`config.mk`:
```
export PLATFORM = sky130hd
export DESIGN_NAME = hqm_list_sel_rf_64x8_ctl
export DESIGN_NICKNAME = d
export VERILOG_FILES = /design/src/rtl/hqm_list_sel_rf_64x8_ctl.sv
export SDC_FILE = /design/constraint.sdc
export NUM_CORES = 1
export LEC_CHECK = 0
export ABC_AREA = 1
export BUFFER_PORTS_ARGS = -buffer_cell sky130_fd_sc_hd__buf_2
export CORE_ASPECT_RATIO = 0.9
export CORE_MARGIN = 1
export CORE_UTILIZATION = 35
export CTS_BUF_LIST = sky130_fd_sc_hd__clkbuf_4 sky130_fd_sc_hd__clkbuf_8 sky130_fd_sc_hd__clkbuf_16
export DETAILED_ROUTE_END_ITERATION = 7
export PLACE_DENSITY_LB_ADDON = 0.25
export SETUP_SLACK_MARGIN = 0.4
export SLEW_MARGIN = 20
export SYNTH_ARGS = -nofsm -noshare
export SYNTH_HDL_FRONTEND = slang
export SYNTH_SLANG_ARGS = --single-unit
```
`constraint.sdc`:
```
create_clock -name clk -period 4.41 [get_ports clk]
set_input_delay 0.2205 -clock clk [delete_from_list [all_inputs] [get_ports clk]]
set_output_delay 0.2205 -clock clk [all_outputs]
set_load 0.02 [all_outputs]
```
`src/rtl/hqm_list_sel_rf_64x8_ctl.sv`:
```
// hqm_list_sel_rf_64x8_ctl
//   Access controller in front of the 64x8 list-select register file.
//   After reset it writes zero to every entry. It then accepts independent
//   write and read requests and drives the RF ports. A read that collides
//   with a same-cycle write returns the write data. Read responses come back
//   through a small FIFO that the consumer can stall.
//
// State table
//   state   | meaning
//   ST_INIT | zero-fill the RF one entry per cycle; both request readies low
//   ST_RUN  | normal operation; write pass-through, credited reads
//
// Ports
//   clk, rst                       clock, async active-high reset
//   wr_req_valid/ready/addr/data   write request channel
//   rd_req_valid/ready/addr        read request channel
//   rd_rsp_valid/ready/data        read response channel (head of FIFO)
//   init_done                      zero-fill has completed
//   rf_we/waddr/wdata              RF write port
//   rf_re/raddr/rdata              RF read port, rdata valid RD_LAT cycles after rf_re
module hqm_list_sel_rf_64x8_ctl #(
    parameter int DEPTH      = 64,
    parameter int DWIDTH     = 8,
    parameter int RD_LAT     = 1,
    parameter int OBUF_DEPTH = 2
) (
    input  logic              clk,
    input  logic              rst,
    input  logic              wr_req_valid,
    output logic              wr_req_ready,
    input  logic [5:0]        wr_req_addr,
    input  logic [DWIDTH-1:0] wr_req_data,
    input  logic              rd_req_valid,
    output logic              rd_req_ready,
    input  logic [5:0]        rd_req_addr,
    output logic              rd_rsp_valid,
    input  logic              rd_rsp_ready,
    output logic [DWIDTH-1:0] rd_rsp_data,
    output logic              init_done,
    output logic              rf_we,
    output logic [5:0]        rf_waddr,
    output logic [DWIDTH-1:0] rf_wdata,
    output logic              rf_re,
    output logic [5:0]        rf_raddr,
    input  logic [DWIDTH-1:0] rf_rdata
);

    localparam int         PW        = (OBUF_DEPTH > 1) ? $clog2(OBUF_DEPTH) : 1;
    localparam int         CW        = $clog2(OBUF_DEPTH + 1);
    localparam int         OW        = $clog2(OBUF_DEPTH + RD_LAT + 1) + 1;
    localparam logic [5:0] LAST_ADDR = 6'(DEPTH - 1);

    typedef enum logic {ST_INIT, ST_RUN} state_t;

    state_t            state_q, state_d;
    logic [5:0]        init_cnt_q;

    logic [RD_LAT-1:0] infl_q;
    logic [RD_LAT-1:0] byp_q;
    logic [DWIDTH-1:0] byp_data_q [RD_LAT];

    logic [DWIDTH-1:0] obuf_q [OBUF_DEPTH];
    logic [PW-1:0]     wr_ptr_q, rd_ptr_q;
    logic [CW-1:0]     cnt_q;

    logic              rd_issue;
    logic              collide;
    logic              push, pop;
    logic [DWIDTH-1:0] push_data;
    logic [OW-1:0]     infl_cnt;
    logic [OW-1:0]     occ_net;
    logic              credit_ok;

    function automatic logic [PW-1:0] ptr_inc(input logic [PW-1:0] p);
        return (p == PW'(OBUF_DEPTH - 1)) ? '0 : p + 1'b1;
    endfunction

    // ---------------- FSM: state register ----------------
    always_ff @(posedge clk or posedge rst) begin
        if (rst) begin
            state_q <= ST_INIT;
        end else begin
            state_q <= state_d;
        end
    end

    // ---------------- FSM: next state ----------------
    always_comb begin
        state_d = state_q;
        case (state_q)
            ST_INIT: if (init_cnt_q == LAST_ADDR) state_d = ST_RUN;
            ST_RUN:  state_d = ST_RUN;
            default: state_d = ST_INIT;
        endcase
    end

    // ---------------- FSM: outputs ----------------
    // rf_we is gated by rst so the array sees no write while reset is held.
    always_comb begin
        wr_req_ready = 1'b0;
        rd_req_ready = 1'b0;
        init_done    = 1'b0;
        rf_we        = 1'b0;
        rf_waddr     = init_cnt_q;
        rf_wdata     = '0;
        case (state_q)
            ST_INIT: begin
                rf_we = !rst;
            end
            ST_RUN: begin
                init_done    = 1'b1;
                wr_req_ready = 1'b1;
                rd_req_ready = credit_ok;
                rf_we        = wr_req_valid;
                rf_waddr     = wr_req_addr;
                rf_wdata     = wr_req_data;
            end
            default: ;
        endcase
    end

    always_ff @(posedge clk or posedge rst) begin
        if (rst) begin
            init_cnt_q <= '0;
        end else if (state_q == ST_INIT) begin
            init_cnt_q <= init_cnt_q + 1'b1;
        end
    end

    // ---------------- read issue and in-flight tracking ----------------
    assign rd_issue = rd_req_valid && rd_req_ready;
    assign rf_re    = rd_issue;
    assign rf_raddr = rd_req_addr;
    // wr_req_ready is high whenever a read can issue, so a valid write here is accepted.
    assign collide  = wr_req_valid && (wr_req_addr == rd_req_addr);

    always_ff @(posedge clk or posedge rst) begin
        if (rst) begin
            infl_q <= '0;
            byp_q  <= '0;
            for (int i = 0; i < RD_LAT; i++) byp_data_q[i] <= '0;
        end else begin
            infl_q[0]     <= rd_issue;
            byp_q[0]      <= rd_issue && collide;
            byp_data_q[0] <= wr_req_data;
            for (int i = 1; i < RD_LAT; i++) begin
                infl_q[i]     <= infl_q[i-1];
                byp_q[i]      <= byp_q[i-1];
                byp_data_q[i] <= byp_data_q[i-1];
            end
        end
    end

    always_comb begin
        infl_cnt = '0;
        for (int i = 0; i < RD_LAT; i++) infl_cnt = infl_cnt + OW'(infl_q[i]);
    end

    // Credit counts buffered plus in-flight responses, freeing the slot that
    // leaves this cycle so streaming reads sustain one per cycle.
    assign occ_net   = OW'(cnt_q) + infl_cnt - OW'(pop);
    assign credit_ok = (occ_net < OW'(OBUF_DEPTH));

    // ---------------- output response FIFO ----------------
    assign push      = infl_q[RD_LAT-1];
    assign push_data = byp_q[RD_LAT-1] ? byp_data_q[RD_LAT-1] : rf_rdata;
    assign pop       = rd_rsp_valid && rd_rsp_ready;

    always_ff @(posedge clk or posedge rst) begin
        if (rst) begin
            for (int i = 0; i < OBUF_DEPTH; i++) obuf_q[i] <= '0;
            wr_ptr_q <= '0;
            rd_ptr_q <= '0;
            cnt_q    <= '0;
        end else begin
            if (push) begin
                obuf_q[wr_ptr_q] <= push_data;
                wr_ptr_q         <= ptr_inc(wr_ptr_q);
            end
            if (pop) begin
                rd_ptr_q <= ptr_inc(rd_ptr_q);
            end
            cnt_q <= cnt_q + CW'(push) - CW'(pop);
        end
    end

    assign rd_rsp_valid = (cnt_q != '0);
    assign rd_rsp_data  = obuf_q[rd_ptr_q];

endmodule

```
# Yosys cells after proc, flatten, opt, wreduce, memory -nomap -nowiden
# Cells that the tools add are included.
[classes]
n_addsub = 7
n_mul = 0
div_mod_pow = 0
order_cmp = 4
eq_ne = 2
shifts = 0
mux = 16
bitwise_logic = 3
reduce_logical = 7
[ops]
columns = ["op", "n"]
rows = [
  ["two-way mux 8 bit", 6],
  ["bitwise mux 16 bit", 1],
  ["demux 8 bit (select 1 bit)", 1],
  ["adder 6 x 1 -> 6 bit (second input constant)", 1],
  ["== test 6 bit", 1],
  ["== test 6 bit (second input constant)", 1],
  ["two-way mux 6 bit", 1],
  ["logical AND 1 bit", 5],
  ["two-way mux 1 bit", 5],
  [">= comparator 2 bit (second input constant)", 2],
  ["inverter 1 -> 2 bit", 2],
  ["one-hot mux 1 bit (2 select lines)", 2],
  ["adder 2 x 1 -> 3 bit", 1],
  ["< comparator 3 x 2 -> 1 bit (second input constant)", 1],
  ["subtractor 3 x 1 -> 3 bit", 1],
  ["adder 1 bit (second input constant)", 2],
  ["adder 2 x 1 -> 2 bit", 1],
  ["< comparator 2 x 1 -> 1 bit (second input constant)", 1],
  ["nonzero test 2 bit", 1],
  ["subtractor 2 x 1 -> 2 bit", 1],
  ["logical NOT 1 bit", 1],
  ["inverter 1 bit", 1],
]
[word_totals]
ff_bits = 37
latch_bits = 0
ramBits = 0
romBits = 0
in_bits = 33
out_inout_bits = 34
elab_cells = 49
mem_count = 0

# Logic depth before layout (Yosys ltp)
# Gate-level depths: netlist (run 1).
[depth]
depth_word = 7
ltp_mapped = 13

# Worst setup path before layout (run 1)
# No wires, ideal clock.
[synth_timing]
kind = "reg2out"
start = "reg cnt_q[1]"
end = "out rf_re"
arrival_ns = 2.392
required_ns = 4.189
path_slack_ns = 1.797
path_stages_with_launch = 12
cell_sequence = "dfrtp_1 -> inv_1 -> nand2_1 -> nand2_1 -> inv_1 -> ha_1 -> inv_1 -> ha_1 -> fa_1 -> nor3_2 -> nand2_1 -> inv_1"
[synth_between]
elab_chain_cells = 6
elab_cells_between_ends = 7
cone_classes = "add/sub: 2; order compare: 1; mux: 1; reduce/logical: 3"
[synth_rtl]
columns = ["item", "line_no", "text"]
rows = [
  ["start: declaration", "64", "logic [CW-1:0] cnt_q;"],
  ["start signal: assignment", "183", "cnt_q <= cnt_q + CW'(push) - CW'(pop);"],
  ["nonzero test 2 bit", "187", "assign rd_rsp_valid = (cnt_q != '0);"],
  ["named net rd_rsp_valid", "36", "output logic rd_rsp_valid,"],
  ["logical AND 1 bit", "167", "assign pop = rd_rsp_valid && rd_rsp_ready;"],
  ["named net pop", "68", "logic push, pop;"],
  ["subtractor 3 x 1 -> 3 bit", "161", "assign occ_net = OW'(cnt_q) + infl_cnt - OW'(pop);"],
  ["named net occ_net[1]", "71", "logic [OW-1:0] occ_net;"],
  ["< comparator 3 x 2 -> 1 bit", "162", "assign credit_ok = (occ_net < OW'(OBUF_DEPTH));"],
  ["two-way mux 1 bit", "106", "case (state_q)"],
  ["named net rd_req_ready", "34", "output logic rd_req_ready,"],
  ["logical AND 1 bit", "131", "assign rd_issue = rd_req_valid && rd_req_ready;"],
  ["end: declaration", "43", "output logic rf_re,"],
]
# The timed path passes the listed nets, and every way through them passes these cells.

# Worst setup path in the final report (run 1)
[layout_timing]
start = "reg cnt_q[1]"
end = "out rf_re"
[layout_between]
elab_chain_cells = 6
elab_cells_between_ends = 7
cone_classes = "add/sub: 2; order compare: 1; mux: 1; reduce/logical: 3"
[layout_rtl]
columns = ["item", "line_no"]
rows = [
  ["nonzero test 2 bit", "187"],
  ["logical AND 1 bit", "167"],
  ["named net pop", "68"],
  ["subtractor 3 x 1 -> 3 bit", "161"],
  ["named net occ_net[1]", "71"],
  ["< comparator 3 x 2 -> 1 bit", "162"],
  ["two-way mux 1 bit", "106"],
  ["logical AND 1 bit", "131"],
]
# The timed path passes the listed nets, and every way through them passes these cells.

==> results of run 1 <==
## final timing paths
path                                 from       endpoint  slack, ps  cells past startpoint
setup / recovery                 cnt_q[1]          rf_re       1700                     12
min in group clk           wr_req_data[5]  byp_data_q[5]         50                      1
hold / removal                        rst       cnt_q[1]         40                      3
max in group asynchronous             rst  byp_data_q[0]       4040                      3
setup reg to reg                 cnt_q[1]          byp_q       2270                     11
hold reg to reg             init_cnt_q[5]  init_cnt_q[5]        470                      1
## logic make-up after synthesis
logic type / Yosys count
compound gates: 27
xor+xnor: 6
fa+ha+maj: 4
buf+inv: 59
flops: 37
mux: 8
simple gates: 95
## critical path, stage by stage, from the launching register on
cell,delay [ps]
dfrtp_1,390
inv_1,100
nand2_1,70
nand2_1,100
inv_1,50
ha_1,260
inv_1,40
ha_1,180
fa_1,480
nor3_2,220
nand2_1,90
inv_1,80
buf_2,160
## power by group through the flow
stage	Clock, mW	Combinational, mW	Sequential (mW)
6_report	0.257	0.229	0.383
2_1_floorplan	0	0.178	0.369
4_1_cts	0.264	0.233	0.384
3_3_place_gp	0	0.228	0.390
5_1_grt	0.275	0.261	0.388
3_5_place_dp	0	0.233	0.391
## routing by layer
layer | wire length (µm) | vias up | track usage, %
met5 | 0 | - | 0
met4 | 40 | 0 | 5.36
met3 | 137 | 4 | 2.64
met2 | 1680 | 33 | 23.7
met1 | 1920 | 671 | 20.2
li1 | - | 819 | -
## registers in the layout, indices dropped and copies added (netlist names)
name        cells
byp_data_q      8
byp_q           1
cnt_q           2
infl_q          1
init_cnt_q      6
obuf_q         16
rd_ptr_q        1
state_q         1
wr_ptr_q        1
## cell type report
type	count	area share, %
inverter	46	7.35
tap	67	3.57
clock inverter	1	0.213
clock buffer	7	4.10
timing repair buffer	67	14.4
sequential	37	39.4
multi-input combinational	140	31.0
## placed cells by master (no fill, tap or decap), drive strengths merged
cell and instances:
clkbuf 7, nand2 86, xor2 4, mux2 8, nor2 5, clkinv 1, o31ai 1, nand4 1
nor3 2, nand3 1, o21ai 26, fa 1, dfrtp 37, ha 3, xnor2 2, inv 46
buf 67
## through the flow
stage	hold WS, ps	utilization, %	instance area, µm²
after floorplan	252	-	1920
after global placement	343	42.5	2250
after detailed placement	345	42.5	2250
after CTS	44.8	44.4	2350
after global routing	43.3	44.4	2350
final	35.4	44.4	2350
==> impl_metrics.csv, run 1 <==
group,metric,value,unit
worst_setup_path,worstPathMaxFanout,3,
global_route,grt_max_degree,38,
power_and_ir_drop,p_total,869,µW
synthesis,synth_mux_area_share,5.07,%
cts,cts_tree,"yes",
synthesis,syn_inst,236,
sta,fin_tns_setup,0,ps
placed_design,io_buffers,66,
cts,clock-sinks,37,
route,dr.pass1.iters,4,
sta,finalHoldViolations,0,
cells_and_area,ff_latch_area,926,µm²
cells_and_area,drive_gt1_share,30.2,%
global_route,grt_pass1_wl,6600,µm
global_route,grt-ovfl-total,0,
sta,maxSlewHeadroom,53.4,%
cells_and_area,nets,334,
cells_and_area,n_antenna_cell,0,
floorplanning,core_area,5290,µm²
cells_and_area,multi_input_area,728,µm²
cells_and_area,final_cells,365,
cts,clk_latency,280,ps
worst_setup_path,cp.arrival,2490,ps
synthesis,synth_cell_types,22,
floorplanning,dieArea,5800,µm²
route,routed_wl,3790,µm
global_route,antenna_found_initial,0,
synthesis,synth_area_leaders,"dfrtp_1 48%, nand2_1 17%, inv_1 8.4%",
synthesis,seq_area_frac_synth,48.1,%
worst_hold_path,hold_path.class,"in2async",
synthesis,ys_warn_count,0,
route,avgRoutedWirePerCell,10.4,µm
floorplanning,die_w,80.2,µm
placed_design,pre_cts_slack,1960,ps
floorplanning,ioPinCount,67,
run_status,outcome,"finished clean",
cts,clk_pin_slew,70,ps
synthesis,async_flop_share,100,%
synthesis,synth_most_common_cell,"nand2_1",
worst_setup_path,cp.required,4190,ps
sta,slew_viol_final,0,
sta,fin_crit,2710,ps
synthesis,synth_top_area_share,48.1,%
sta,worstMarginPinSlew,698,ps
placed_design,numPlacedInstances,357,
sta,fmax,368,MHz
power_and_ir_drop,power_density,370,nW/µm²
power_and_ir_drop,p_leak,1.38,nW
job,drv_cap,0,
power_and_ir_drop,switchingPower,285,µW
synthesis,syn_nets,273,
cts,clockBufferDepth,2,
cts,clock-root-buffer,"clkbuf_8",
route,vias_per_cell,4.18,
cts,numCtsBuffers,5,
global_route,grt_use_total,14.8,%
worst_setup_path,setup.worst_path.start_class,"flip-flop",
sta,setup_viol,0,
synthesis,synth_top_cell_by_area,"dfrtp_1",
synthesis,syn_avg_cell_area,8.15,µm²
placed_design,place.gp.congestion,0.721,
power_and_ir_drop,seqPwrFrac,44.1,%
synthesis,synthXorXnorAreaFrac,2.73,%
synthesis,synth_commonest_cells,"85 x nand2_1, 43 x inv_1, 37 x dfrtp_1",
cts,post_cts_resized,0,
cts,cts_setup_buffers,0,
synthesis,synth-edff-count,0,
sta,rsz0062_at_grt,"no",
route,drc,0,
power_and_ir_drop,pwr-share-clk,29.6,%
power_and_ir_drop,p_sw_share,32.8,%
sta,timing.final.ws_setup,1700,ps
cts,cts_max_level,2,
synthesis,synth_adder_area_share,2.99,%
cells_and_area,fillerInstances,538,
synthesis,ys.flop_type,"dfrtp_1",
route,num_vias,1527,
synthesis,syn_area,1920,µm²
floorplanning,die_h,72.3,µm
route,drt_iter0_drc,82,
placed_design,dp_hpwl,2820,µm
cts,hold_buffers,0,
worst_setup_path,worstSetupPathType,"reg2out",
cells_and_area,area_growth,22.1,%
route,ant_nets,0,
synthesis,synth_compound_area_share,7.15,%
global_route,grt_pass1_vias,1462,
worst_setup_path,critPathCaptureType,"output pin",
sta,clock_skew,1.37,ps
floorplanning,start_util,36.4,%
synthesis,synth_top_family_by_area,"simple AND/OR/NAND/NOR gates",
power_and_ir_drop,p_comb_share,26.3,%
power_and_ir_drop,p_int,584,µW
sta,post-route-period-util,61.6,%
power_and_ir_drop,ir_worst_vdd,142,µV
synthesis,ys_seq_elements,37,
synthesis,yosys.area_share.simple,19.9,%
floorplanning,rows,25,
Note: power is estimated with default switching activity, not from simulation.
==> run 2, diff against run 1 <==
- clock period: 4.41 -> 2.6 ns (I/O delays scaled with it)
==> run 2 against run 1 <==
Sequential share of layout area decreased by 5.8 points. Non-clock buffer count increased by 31. Cell count increased by 8.5%. Die area unchanged. Routed wire length increased by 16%. Register-to-register slack got worse by 2100 ps. Global-route usage increased by 1.9 points. Critical path type unchanged. Critical endpoint unchanged. Largest power group is now combinational cells.
==> impl_metrics.csv, run 2 (synthesized netlist as in run 1, its figures left out) <==
group,metric,value,unit
power_and_ir_drop,ir_worst_vdd,345,µV
route,drt_iter0_drc,94,
worst_setup_path,critPathCaptureType,"output pin",
cts,cts_tree,"yes",
sta,rsz0062_at_grt,"yes",
floorplanning,core_area,5290,µm²
placed_design,dp_hpwl,2800,µm
worst_setup_path,cp.required,2470,ps
sta,worst_hold_slack,63.7,ps
global_route,antenna_found_initial,0,
cells_and_area,largest_reg_flops,16,
global_route,grt_pass1_vias,1622,
power_and_ir_drop,p_leak,1.55,nW
sta,maxSlewHeadroom,52.7,%
global_route,grt_pass1_wl,7250,µm
route,highest_layer,"met4",
worst_setup_path,timing.rr.start,"cnt_q[1]",
worst_setup_path,crit_start,"cnt_q[1]",
worst_hold_path,min_from,"rd_req_valid",
sta,post-route-period-util,93.4,%
route,routed_wl,4390,µm
route,drc,0,
route,dr.pass1.iters,4,
cts,clockBufferDepth,2,
placed_design,place.gp.congestion,0.735,
route,met2_length,2080,µm
sta,timing.final.ws_setup,172,ps
route,avgRoutedWirePerCell,11.1,µm
route,num_vias,1696,
cells_and_area,n_antenna_cell,0,
worst_setup_path,worstSetupPathType,"reg2out",
global_route,grt_use_total,16.7,%
floorplanning,dieArea,5800,µm²
sta,fin_tns_setup,0,ps
cts,clk_latency,290,ps
floorplanning,start_util,36.4,%
sta,worstMarginPinSlew,710,ps
sta,clock_skew,8.24,ps
worst_setup_path,worstPathMaxFanout,2,
sta,slew_viol_final,0,
floorplanning,rows,25,
floorplanning,die_w,80.2,µm
cts,clk_pin_slew,70,ps
placed_design,pre_cts_slack,385,ps
global_route,grt_max_degree,24,
floorplanning,die_h,72.3,µm
global_route,grt-ovfl-total,0,
route,met3WireLength,170,µm
sta,fin_crit,2430,ps
route,vias_per_cell,4.28,
cells_and_area,top_register,"obuf_q",
cells_and_area,reg.largest.list,"obuf_q x16, byp_data_q x8, init_cnt_q x6",
worst_setup_path,setup.worst_path.start_class,"flip-flop",
cts,cts_max_level,2,
job,drv_cap,0,
route,ant_nets,0,
cells_and_area,drive_gt1_share,38.0,%
placed_design,io_buffers,66,
route,wl_met1,2060,µm
cts,numCtsBuffers,5,
cells_and_area,nets,365,
worst_hold_path,hold_path.class,"in2reg",
sta,finalHoldViolations,0,
cells_and_area,final_common_cell,"nand2_1",
sta,setup_viol,0,
cells_and_area,final_cell_mix,"82 x nand2_1, 64 x buf_2, 37 x inv_1, 37 x dfrtp_1, 18 x o21ai_0",
sta,fmax,412,MHz
cts,clock-sinks,37,
worst_setup_path,cp.arrival,2300,ps
cts,clock-root-buffer,"clkbuf_8",
cells_and_area,area_growth,43.1,%
floorplanning,ioPinCount,67,
cells_and_area,fillerInstances,499,
run_status,outcome,"finished clean",
power_and_ir_drop,power_density,675,nW/µm²
[run 2: critical path: stages, from the launching register on]
cell and delay [ps]:
dfrtp_1 400, inv_2 80, nand2_4 60, nand2_4 70
inv_2 40, ha_4 260, inv_4 30, ha_4 140
fa_2 450, nor3_4 220, nand2_2 80, inv_2 60
buf_6 110
[run 2: power breakdown]
group | switching (mW) | leakage [nW] | internal (mW)
sequential | 0.0481 | 0.393 | 0.606
clock | 0.207 | 0.0619 | 0.323
combinational | 0.338 | 1.09 | 0.336
[run 2: routing by layer]
layer	global-route usage, %	vias to the layer above
li1	-	883
met1	21.5	766
met2	27.0	42
met3	4.03	5
met4	7.14	0
met5	0	-
[run 2: timing repair]
action | CTS | global route
setup endpoints to repair | 2 | 4
hold buffers | 9 | 0
endpoints found under the hold margin | 24 | 0
pin swaps | 2 | 4
resized for setup | 11 | 19
buffers inserted | 19 | 3
[run 2: final timing paths]
kind | to | slack, ps | depth (start not counted)
max | rf_re | 170 | 12
min | infl_q | 60 | 3
max reg2reg | byp_q | 180 | 15
min reg2reg | init_cnt_q[5] | 480 | 1
max in group asynchronous | init_cnt_q[3] | 1390 | 4
min in group asynchronous | infl_q | 480 | 3
[run 2: layout make-up]
type / instances / area (µm²) / area share (%)
flip-flops and latches: 37 / 926 / 33.6
multi-input cells: 140 / 787 / 28.6
repair buffers: 98 / 662 / 24.0
inverters: 46 / 175 / 6.36
clock buffers: 7 / 90.1 / 3.27
well taps: 67 / 83.8 / 3.04
clock inverters: 1 / 30.0 / 1.09
[run 2: stage by stage]
stage | power [mW] | cells | instance area (µm²) | util (%)
2_1_floorplan | 0.960 | 236 | 1940 | -
5_1_grt | 1.97 | 396 | 2750 | 52.1
3_3_place_gp | 1.08 | 357 | 2270 | 42.9
6_report | 1.86 | 396 | 2750 | 52.1
3_5_place_dp | 1.09 | 357 | 2270 | 42.9
4_1_cts | 1.77 | 393 | 2660 | 50.3
==> run 3, diff against run 2 <==
- ABC_AREA: 1 -> default
==> run 3 against run 2 <==
Synthesized cell count is 35% lower. Flip-flop and latch count unchanged. Sequential share of layout area grew 5.1 points. Global-route usage shrank 2.6 points. Register-to-register slack improved by 180 ps. Area after synthesis fell by 7.3%. Die area shrank 7.1%. Clock skew shrank 1.6 ps. Critical path depth decreased by 2. Critical endpoint unchanged. Largest cell class unchanged. Highest routed layer unchanged.
==> impl_metrics.csv, run 3 <==
group,metric,value,unit
run_status,outcome,"finished clean",
cells_and_area,utilization,49.1,%
cells_and_area,area_growth,33.9,%
placed_design,dp_hpwl,2580,µm
power_and_ir_drop,power_density,603,nW/µm²
synthesis,synth_most_common_cell,"dfrtp_1",
power_and_ir_drop,pwr-share-clk,32.7,%
worst_setup_path,worstSetupPathType,"reg2out",
power_and_ir_drop,p_int,1.06,mW
cells_and_area,fin_area,2390,µm²
job,drv_cap,0,
synthesis,syn_inst,154,
sta,clock_skew,6.66,ps
worst_setup_path,setup.worst_path.start_class,"flip-flop",
cells_and_area,drive_gt1_share,46.3,%
cells_and_area,final_common_cell,"buf_2",
floorplanning,ioPinCount,67,
cells_and_area,n_antenna_cell,0,
global_route,grt_pass1_vias,1221,
floorplanning,die_w,77.3,µm
route,ant_nets,0,
placed_design,place_area,2160,µm²
worst_setup_path,worstPathMaxFanout,2,
synthesis,ys_warn_count,0,
route,routed_wl,3630,µm
power_and_ir_drop,p_comb_share,22.7,%
global_route,grt_use_total,14.1,%
route,drc,0,
power_and_ir_drop,p_leak,1.09,nW
sta,post-route-period-util,98.8,%
synthesis,synth_top_cell_by_area,"dfrtp_1",
global_route,grt-ovfl-total,0,
floorplanning,dieArea,5390,µm²
synthesis,syn_nets,191,
synthesis,syn_area,1780,µm²
floorplanning,start_util,36.7,%
cts,cts_max_level,2,
placed_design,place.gp.congestion,0.676,
sta,setup_viol,0,
floorplanning,core_area,4860,µm²
worst_setup_path,r2r-end,"byp_q",
cts,clk_pin_slew,70,ps
worst_setup_path,cpMaxStageDelayCell,"dfrtp_1",
route,dr.pass1.iters,2,
worst_setup_path,cp.arrival,2440,ps
floorplanning,die_h,69.7,µm
synthesis,synth_top_area_share,51.9,%
synthesis,syn_avg_cell_area,11.6,µm²
sta,fin_crit,2570,ps
cts,clk_latency,280,ps
route,met2_length,1730,µm
placed_design,numPlacedInstances,272,
power_and_ir_drop,switchingPower,376,µW
sta,fmax,389,MHz
placed_design,io_buffers,66,
cells_and_area,top_register,"obuf_q",
synthesis,synth_cell_types,26,
synthesis,synth_commonest_cells,"37 x dfrtp_1, 16 x mux2_2, 10 x and2_1",
worst_setup_path,cp.required,2470,ps
route,drt_iter0_drc,61,
cells_and_area,final_cell_mix,"64 x buf_2, 37 x dfrtp_1, 16 x mux2_2",
synthesis,seq_area_frac_synth,51.9,%
floorplanning,rows,24,
worst_setup_path,critPathCaptureType,"output pin",
sta,worstMarginPinSlew,719,ps
cts,clockBufferDepth,2,
sta,slew_viol_final,0,
worst_setup_path,ff2ff_setup_slack,360,ps
route,highest_layer,"met4",
sta,rsz0062_at_grt,"yes",
global_route,antenna_found_initial,0,
worst_hold_path,hold_path.class,"in2async",
route,met3WireLength,143,µm
synthesis,synth_area_leaders,"dfrtp_1 52%, mux2_2 10%, mux2i_1 4.5%",
cells_and_area,reg.largest.list,"obuf_q x16, byp_data_q x8, init_cnt_q x6",
worst_setup_path,path_cells,"or2_4 -> and2_4 -> ha_4 -> inv_2 -> ha_4 -> fa_2 -> xnor2_2 -> nor3b_4 -> and2_4 -> buf_6",
route,avgRoutedWirePerCell,12.4,µm
sta,maxSlewHeadroom,52.1,%
cells_and_area,largest_reg_flops,16,
synthesis,async_flop_share,100,%
cts,numCtsBuffers,5,
synthesis,ys_seq_elements,37,
power_and_ir_drop,seqPwrFrac,44.7,%
cells_and_area,final_cells,292,
synthesis,synth-edff-count,0,
worst_setup_path,r2r_cells,10,
cts,clock-root-buffer,"clkbuf_8",
cts,clock-sinks,37,
sta,finalHoldViolations,0,
cells_and_area,nets,264,
global_route,grt_max_degree,38,
route,wl_met1,1720,µm
power_and_ir_drop,p_sw_share,26.1,%
worst_setup_path,slowest_delay,380,ps
cts,cts_tree,"yes",
worst_setup_path,timing.rr.start,"cnt_q[0]",
global_route,grt_pass1_wl,5890,µm
synthesis,ys.flop_type,"dfrtp_1",
route,vias_per_cell,4.35,
route,num_vias,1269,
sta,worst_hold_slack,6.70,ps
power_and_ir_drop,ir_worst_vdd,338,µV
[run 3: changes by cell type after synthesis, sizes merged, moves of 11 or more]
cell	previous run	this run
and2	0	11
inv	46	5
nand2	86	9
o21ai	26	8
[run 3: worst max-delay path by stage]
| stage | from | endpoint | slack [ps] | cells after the start |
|---|---|---|---|---|
| final | cnt_q[0] | rf_re | 30 | 10 |
| after global routing | cnt_q[0] | rf_re | -60 | 10 |
| after CTS | cnt_q[0] | rf_re | 10 | 10 |
| after detailed placement | cnt_q[1] | rf_re | 160 | 10 |
| after global placement | cnt_q[1] | rf_re | 180 | 10 |
| after floorplan | cnt_q[1] | rf_re | 130 | 9 |
[run 3: final cells by class]
cell class | instances | area, µm²
Timing Repair Buffer | 80 | 468
Multi-Input combinational cell | 98 | 792
Tap cell | 65 | 81.3
Fill cell | 477 | 2470
Sequential cell | 37 | 926
Inverter | 5 | 18.8
Clock inverter | 2 | 35.0
Clock buffer | 5 | 68.8
[run 3: logic make-up (layout without fill, tap and decap cells)]
| group | count (synthesis) | in the layout | share of synthesized area (%) |
|---|---|---|---|
| multiplexers | 24 | 24 | 14.6 |
| AO/OA/AOI/OAI | 17 | 17 | 4.98 |
| AND/OR/NAND/NOR | 39 | 39 | 12.1 |
| XOR/XNOR | 14 | 14 | 6.87 |
| buffers and inverters | 19 | 92 | 6.38 |
| adder cells (fa/ha/maj) | 4 | 4 | 3.23 |
| flip-flops | 37 | 37 | 51.9 |
[run 3: metrics by stage]
step	power [mW]	setup TNS, ps	setup WS [ps]
6_report	1.44	0	31.0
5_1_grt	1.52	-93.8	-64.2
4_1_cts	1.44	0	12.2
3_5_place_dp	0.936	0	156
3_3_place_gp	0.932	0	181
2_1_floorplan	0.869	0	125
[run 3: critical path, delay by kind of cell, from the launching register on]
family	cells	cell delay, ps
fa+ha+maj	3	740
xor+xnor	1	150
flops	1	380
buf+inv	2	150
simple gates	4	750
[run 3: power groups by stage]
stage                     Sequential, mW  Combinational [mW]  Clock, mW
after floorplan                    0.632               0.237          0
after global placement             0.663               0.269          0
after detailed placement           0.665               0.271          0
after CTS                          0.646               0.310      0.484
after global routing               0.651               0.360      0.510
final                              0.643               0.327      0.471
[run 3: what timing repair did]
action	4_1_cts	5_1_grt
endpoints found under the setup margin	4	3
endpoints found under the hold margin	8	0
setup buffers	3	2
gates resized for setup	4	0
hold buffers	8	0
pin swaps	4	0
gates cloned	0	0
[run 3: layer usage]
metal	global-route usage, %	vias to the layer above
li1	-	651
met3	3.55	5
met2	21.8	25
met1	19.2	588
met5	0	-
met4	5.03	0
